<file path="src/rtl/mem_load_controller_pkg.sv">
// mem_load_controller_pkg: shared widths, FSM state codes and header field positions.
// Contents:
//   DEF_ADDR_W / DEF_DATA_W - default register address and data widths
//   ST_*                    - FSM state codes (IDLE, HDR1, DATA, CHK, FIN)
//   HDR*_                   - bit positions of the header-0 and header-1 fields
package mem_load_controller_pkg;

    localparam int DEF_ADDR_W = 4;
    localparam int DEF_DATA_W = 8;

    localparam logic [2:0] ST_IDLE = 3'd0;
    localparam logic [2:0] ST_HDR1 = 3'd1;
    localparam logic [2:0] ST_DATA = 3'd2;
    localparam logic [2:0] ST_CHK  = 3'd3;
    localparam logic [2:0] ST_FIN  = 3'd4;

    // header 0: bit0 selects the instruction register, all higher bits must be zero
    localparam int HDR0_INSTR_BIT = 0;
    // header 1: [7:4] base address, [3:0] payload count minus one
    localparam int HDR1_BASE_LSB = 4;
    localparam int HDR1_CNT_LSB  = 0;
    localparam int HDR_FIELD_W   = 4;

endpackage

</file>
<file path="src/rtl/mem_load_controller_if.sv">
// mem_load_controller_if: byte-stream input and register-write bus of the load controller.
// Signals:
//   in_valid/in_data/in_ready - byte stream handshake (transfer on valid && ready)
//   abort                     - synchronous cancel of the current transfer
//   load/is_instruction/load_address/cpu_input - register write port
//   cpu_halt/done/err         - CPU hold, completion pulse, error flag
// Modports: master (stream source / register consumer), slave (controller).
interface mem_load_controller_if
    import mem_load_controller_pkg::*;
#(
    parameter int ADDR_W = DEF_ADDR_W,
    parameter int DATA_W = DEF_DATA_W
);
    logic              in_valid;
    logic [DATA_W-1:0] in_data;
    logic              in_ready;
    logic              abort;
    logic              load;
    logic              is_instruction;
    logic [ADDR_W-1:0] load_address;
    logic [DATA_W-1:0] cpu_input;
    logic              cpu_halt;
    logic              done;
    logic              err;

    modport master (
        output in_valid, in_data, abort,
        input  in_ready, load, is_instruction, load_address, cpu_input, cpu_halt, done, err
    );

    modport slave (
        input  in_valid, in_data, abort,
        output in_ready, load, is_instruction, load_address, cpu_input, cpu_halt, done, err
    );
endinterface

</file>
<file path="src/rtl/mem_load_controller.sv">
// mem_load_controller: decodes a header + payload byte stream into register write strobes.
// Ports:
//   clk - clock, all state changes on its rising edge
//   rst - asynchronous active-high reset
//   bus - mem_load_controller_if.slave (stream in, register write out, halt/done/err)
// Optional feature: define LOAD_CHECKSUM_EN to accept and verify a modulo-256 checksum
// byte after the payload; undefined, DATA goes straight to FIN and no sum is kept.
module mem_load_controller
    import mem_load_controller_pkg::*;
#(
    parameter int ADDR_W = DEF_ADDR_W,
    parameter int DATA_W = DEF_DATA_W
) (
    input logic                  clk,
    input logic                  rst,
    mem_load_controller_if.slave bus
);

    logic [2:0]             state_q, state_d;
    logic                   is_instr_q, is_instr_d;
    logic                   hdr_err_q, hdr_err_d;
    logic                   err_q, err_d;
    logic                   load_q, load_d;
    logic [ADDR_W-1:0]      base_q, base_d;
    logic [ADDR_W-1:0]      addr_q, addr_d;
    logic [HDR_FIELD_W-1:0] cnt_q, cnt_d;
    logic [HDR_FIELD_W-1:0] idx_q, idx_d;
    logic [DATA_W-1:0]      data_q, data_d;
`ifdef LOAD_CHECKSUM_EN
    logic [DATA_W-1:0]      sum_q, sum_d;
`endif
    logic                   mid;
    logic                   accept;

    // abort only acts while a transfer is being received, never in IDLE or FIN
    assign mid    = state_q != ST_IDLE && state_q != ST_FIN;
    assign accept = bus.in_valid && bus.in_ready;

    assign bus.in_ready       = state_q != ST_FIN && !bus.abort;
    assign bus.load           = load_q;
    assign bus.is_instruction = is_instr_q;
    assign bus.load_address   = addr_q;
    assign bus.cpu_input      = data_q;
    // the final byte's load lands in the cycle after acceptance, so load_q extends the hold
    assign bus.cpu_halt       = state_q != ST_IDLE || load_q;
    assign bus.done           = state_q == ST_FIN;
    assign bus.err            = err_q;

    always_comb begin
        state_d    = state_q;
        is_instr_d = is_instr_q;
        hdr_err_d  = hdr_err_q;
        err_d      = err_q;
        load_d     = 1'b0;
        base_d     = base_q;
        addr_d     = addr_q;
        cnt_d      = cnt_q;
        idx_d      = idx_q;
        data_d     = data_q;
`ifdef LOAD_CHECKSUM_EN
        sum_d      = sum_q;
`endif
        if (mid && bus.abort) begin
            state_d = ST_FIN;
            err_d   = 1'b1;
        end else begin
            case (state_q)
                ST_IDLE: if (accept) begin
                    is_instr_d = bus.in_data[HDR0_INSTR_BIT];
                    hdr_err_d  = |bus.in_data[DATA_W-1:1];
                    err_d      = 1'b0;
                    state_d    = ST_HDR1;
                end
                ST_HDR1: if (accept) begin
                    base_d  = ADDR_W'(bus.in_data[HDR1_BASE_LSB +: HDR_FIELD_W]);
                    cnt_d   = bus.in_data[HDR1_CNT_LSB +: HDR_FIELD_W];
                    idx_d   = '0;
`ifdef LOAD_CHECKSUM_EN
                    sum_d   = '0;
`endif
                    state_d = ST_DATA;
                end
                ST_DATA: if (accept) begin
                    // a bad header still consumes the payload but never writes
                    load_d = !hdr_err_q;
                    if (!hdr_err_q) begin
                        addr_d = base_q + ADDR_W'(idx_q);
                        data_d = bus.in_data;
                    end
                    idx_d = idx_q + 1'b1;
`ifdef LOAD_CHECKSUM_EN
                    sum_d = sum_q + bus.in_data;
                    if (idx_q == cnt_q) state_d = ST_CHK;
`else
                    if (idx_q == cnt_q) begin
                        state_d = ST_FIN;
                        err_d   = hdr_err_q;
                    end
`endif
                end
`ifdef LOAD_CHECKSUM_EN
                ST_CHK: if (accept) begin
                    // loads already issued are not retracted on a mismatch
                    err_d   = hdr_err_q || bus.in_data != sum_q;
                    state_d = ST_FIN;
                end
`endif
                default: state_d = ST_IDLE;
            endcase
        end
    end

    always_ff @(posedge clk or posedge rst) begin
        if (rst) begin
            state_q    <= ST_IDLE;
            is_instr_q <= 1'b0;
            hdr_err_q  <= 1'b0;
            err_q      <= 1'b0;
            load_q     <= 1'b0;
            base_q     <= '0;
            addr_q     <= '0;
            cnt_q      <= '0;
            idx_q      <= '0;
            data_q     <= '0;
`ifdef LOAD_CHECKSUM_EN
            sum_q      <= '0;
`endif
        end else begin
            state_q    <= state_d;
            is_instr_q <= is_instr_d;
            hdr_err_q  <= hdr_err_d;
            err_q      <= err_d;
            load_q     <= load_d;
            base_q     <= base_d;
            addr_q     <= addr_d;
            cnt_q      <= cnt_d;
            idx_q      <= idx_d;
            data_q     <= data_d;
`ifdef LOAD_CHECKSUM_EN
            sum_q      <= sum_d;
`endif
        end
    end

endmodule
</file>
<file path="src/flat_wrapper.sv">
// flat-port wrapper written by rule: the top's interface ports become plain ports
module mem_load_controller_flat import mem_load_controller_pkg::*;
#(
    parameter int ADDR_W = DEF_ADDR_W,
    parameter int DATA_W = DEF_DATA_W
)
  (clk, rst, bus_in_valid, bus_in_data, bus_abort, bus_in_ready, bus_load, bus_is_instruction, bus_load_address, bus_cpu_input, bus_cpu_halt, bus_done, bus_err);
  mem_load_controller_if #(.ADDR_W(ADDR_W), .DATA_W(DATA_W)) bus_i ();
  input logic clk;
  input logic rst;
  input wire logic [$bits(bus_i.in_valid)-1:0] bus_in_valid;
  input wire logic [$bits(bus_i.in_data)-1:0] bus_in_data;
  input wire logic [$bits(bus_i.abort)-1:0] bus_abort;
  output wire logic [$bits(bus_i.in_ready)-1:0] bus_in_ready;
  output wire logic [$bits(bus_i.load)-1:0] bus_load;
  output wire logic [$bits(bus_i.is_instruction)-1:0] bus_is_instruction;
  output wire logic [$bits(bus_i.load_address)-1:0] bus_load_address;
  output wire logic [$bits(bus_i.cpu_input)-1:0] bus_cpu_input;
  output wire logic [$bits(bus_i.cpu_halt)-1:0] bus_cpu_halt;
  output wire logic [$bits(bus_i.done)-1:0] bus_done;
  output wire logic [$bits(bus_i.err)-1:0] bus_err;
  assign bus_i.in_valid = bus_in_valid;
  assign bus_i.in_data = bus_in_data;
  assign bus_i.abort = bus_abort;
  assign bus_in_ready = bus_i.in_ready;
  assign bus_load = bus_i.load;
  assign bus_is_instruction = bus_i.is_instruction;
  assign bus_load_address = bus_i.load_address;
  assign bus_cpu_input = bus_i.cpu_input;
  assign bus_cpu_halt = bus_i.cpu_halt;
  assign bus_done = bus_i.done;
  assign bus_err = bus_i.err;
  mem_load_controller #(.ADDR_W(ADDR_W), .DATA_W(DATA_W)) u_core (.clk(clk), .rst(rst), .bus(bus_i));
endmodule
</file>
<file path="config.mk">
export PLATFORM = sky130hd
export DESIGN_NAME = mem_load_controller_flat
export DESIGN_NICKNAME = d
export VERILOG_FILES = /design/src/rtl/mem_load_controller_pkg.sv /design/src/rtl/mem_load_controller_if.sv /design/src/rtl/mem_load_controller.sv /design/src/flat_wrapper.sv
export SDC_FILE = /design/constraint.sdc
export NUM_CORES = 1
export LEC_CHECK = 0
export ABC_AREA = 0
export ABC_CLOCK_PERIOD_IN_PS = 1700
export BUFFER_PORTS_ARGS = -buffer_cell sky130_fd_sc_hd__buf_2
export CORE_MARGIN = 5
export CORE_UTILIZATION = 54
export DETAILED_ROUTE_END_ITERATION = 16
export PLACE_DENSITY = 0.78
export SYNTH_ARGS = -nofsm -noshare
export SYNTH_HDL_FRONTEND = slang
export SYNTH_SLANG_ARGS = --single-unit
</file>
<file path="constraint.sdc">
create_clock -name clk -period 1.7 [get_ports clk]
set_clock_uncertainty 0.15 [all_clocks]
set_input_delay 0 -clock clk [delete_from_list [all_inputs] [get_ports clk]]
set_output_delay 0 -clock clk [all_outputs]
set_load 0.02 [all_outputs]
</file>
==> flow_summary_export.csv <==
group,metric,value,unit
outcome,status,"finished clean",
floorplanning,fp-row-count,19,
sta,rsz0062_at_grt,"false",
floorplanning,die_area,4020,um2
sta,post-route-period-util,0.972,
power,power,2.83,mW
finish,drive_gt1_frac,0.412,
sta,fin_ws,0.0479,ns
sta,slew_headroom,0.740,
finish,diodes,0,
worst_setup_path,cp.required,1.77,ns
finish,nFillCells,176,
clock_tree,insertion_delay,0.33,ns
synth,ys_seq_area_frac,0.504,
global_routing,gr-total-overflow,0,
drt,drt-total-wl,3020,um
placement,hpwl,2150,um
synth,async_flop_share,1.00,
drt,vias,1126,
worst_setup_path,rrSetupSlack,0.05,ns
worst_setup_path,r2r_end,"u_core.cnt_q[2]",
power,peakVddDrop,1.11,mV
drt,remaining_drc_errors,0,
finish,final_util,0.715,
job,max-cap-violations,0,
synth,synth_cell_types,33,
synth,synth_area,1540,um2
sta,slew_violations,0,
placement,place_ws,0.0612,ns
placement,port_buffers,29,
sta,hold_viol,0,
clock_tree,cts_tree,"yes",
synth,synth_nets,147,
finish,synthToLayoutAreaGrowth,27.0,%
drt,vias_per_cell,5.29,
sta,tightest_slew,0.390,ns
power,p_leak,0.992,nW
clock_tree,h-tree-depth,2,
synth,synth_edf_count,0,
finish,nets,198,
power,powerDensity,1450,nW/um2
synth,ys_top_cells_by_area,"dfrtp_1 (50%), mux2_2 (11%), xor2_1 (3.4%), ha_1 (3.3%), mux2_4 (2.9%)",
synth,ys.flop_type,"dfrtp_1",
floorplanning,initial_utilization,0.563,
clock_tree,clkTransAtPathRegs,0.10,ns
sta,finalSetupViolations,0,
drt,drtIter0Drc,33,
sta,period_minus_slack,1.65,ns
drt,wl_per_cell,14.2,um
synth,syn_inst,130,
global_routing,grt_pass1_wl,5380,um
floorplanning,die_width,63.4,um
finish,multiInputGateArea,712,um2
finish,ff_latch_area,779,um2
global_routing,grt_max_degree,32,
min_path,hold_class,"in -> async",
worst_setup_path,cp.arrival,1.72,ns
synth,synth-seq-cells,31,
sta,fmax,0.605,GHz
drt,dr.pass1.iters,4,
worst_setup_path,r2r_cells,3,
clock_tree,cts_buffer_depth,2,
worst_setup_path,reg2reg_from,"u_core.state_q[2]",
placement,gp_congestion,0.816,
floorplanning,fp.coreArea,2730,um2
synth,synth_area_leader_cell,"dfrtp_1",
worst_setup_path,path_max_fanout,9,
worst_setup_path,cp-end-kind,"flop",
clock_tree,cts_root_buf,"clkbuf_4",
worst_setup_path,start_kind,"flop",
sta,tns,0,ns
sta,hold_slack,0.130,ns
synth,avgSynthCellArea,11.8,um2
clock_tree,cts_sinks,31,
worst_setup_path,critPathKind,"reg -> reg",
global_routing,grt_pass1_vias,1109,
synth,yosys.area.top_type_share,0.504,
floorplanning,io_pins,30,
floorplanning,dieHeight,63.4,um
drt,antenna_left,0,
clock_tree,cts-buffers-inserted,5,
synth,yosys_warnings,0,
global_routing,antenna_found_initial,0,
global_routing,gr-usage-all-layers,0.168,
flip-flops by register name, indices dropped and copies added, names as in the netlist:
| register | cells |
|---|---|
| u_core.cnt_q | 4 |
| u_core.bus.load_address | 4 |
| u_core.hdr_err_q | 1 |
| u_core.base_q | 4 |
| u_core.idx_q | 4 |
| u_core.bus.is_instruction | 1 |
| u_core.state_q | 3 |
| u_core.bus.load | 1 |
| u_core.bus.err | 1 |
| u_core.bus.cpu_input | 8 |
kinds of logic (layout without fill, tap and decap cells):
kind of cell             after synthesis  after routing  share of synthesized area
AO/OA/AOI/OAI                         23             23                     0.0845
XOR/XNOR                               8              8                     0.0455
adder cells (fa/ha/maj)                5              5                     0.0455
buffers and inverters                 11             63                     0.0382
flip-flops                            31             31                      0.504
multiplexers                          19             19                      0.146
AND/OR/NAND/NOR                       33             33                      0.137
cells in the mapped netlist (3+ instances only):
cell type and n:
mux2_2 15, a21oi_1 8, inv_1 7, ha_1 4
mux2_4 3, nor2_1 5, o21ai_0 8, nand2_1 10
xor2_1 6, dfrtp_1 31, o21ai_1 3
metal layers:
metal  global-route usage  routed length, um  vias up
met4               0.0649                 77        0
met3               0.0480                168        8
met1                0.216               1340      532
met5                    0                  0        -
met2                0.268               1430       29
li1                     -                  -      557
report_power, final:
part	switching, mW	internal, mW	total [mW]	leakage, nW
logic	0.569	0.554	1.12	0.563
registers	0.211	0.999	1.21	0.391
clock network	0.259	0.241	0.500	0.0375
area by class of cell:
| cell class | instances | share of cell area |
|---|---|---|
| clock buffers | 7 | 0.0333 |
| clock inverters | 1 | 0.00384 |
| inverters | 7 | 0.0134 |
| flip-flops and latches | 31 | 0.399 |
| repair buffers | 48 | 0.166 |
| well taps | 31 | 0.0198 |
| multi-input cells | 88 | 0.364 |
worst max-delay path, cell delays in order, from the launching register on:
cell and delay (ns):
dfrtp_1 0.45, nor3b_2 0.34, nand3_2 0.25, mux2_2 0.34
worst max path at each step:
stage	start	end	slack, ns	cells after the start
6_report	u_core.state_q[2]	u_core.cnt_q[2]	0.05	3
4_1_cts	u_core.state_q[0]	bus_cpu_halt	0.03	5
5_1_grt	u_core.state_q[0]	bus_cpu_halt	0.0004	5
3_5_place_dp	u_core.idx_q[0]	u_core.bus.load_address[2]	0.06	5
3_3_place_gp	u_core.idx_q[1]	u_core.bus.load_address[3]	0.10	5
2_1_floorplan	u_core.idx_q[0]	u_core.bus.load_address[2]	0.18	5
what timing repair did:
action                                  4_1_cts  5_1_grt
hold endpoints to repair                     55        0
gates resized for setup                       3        5
pin swaps                                     1        0
endpoints found under the setup margin        1        4
hold buffers                                 11        0
setup buffers                                 2        0
per-stage QoR:
step | area, um2 | cells
after floorplan | 1540 | 130
after global placement | 1740 | 192
after detailed placement | 1740 | 192
after CTS | 1940 | 213
after global routing | 1950 | 213
final | 1950 | 213
layout by cell type, fill, tap and decap left out, types with 4 or more instances in the layout:
cell           instances
a21oi_1                8
buf_2                 28
buf_4                  7
clkbuf_4               5
dfrtp_1               28
dlygate4sd3_1         11
ha_1                   4
inv_1                  7
mux2_2                15
nand2_1               10
nor2_1                 4
o21ai_0                8
xor2_1                 6
Power figures use the tool's default switching activity.
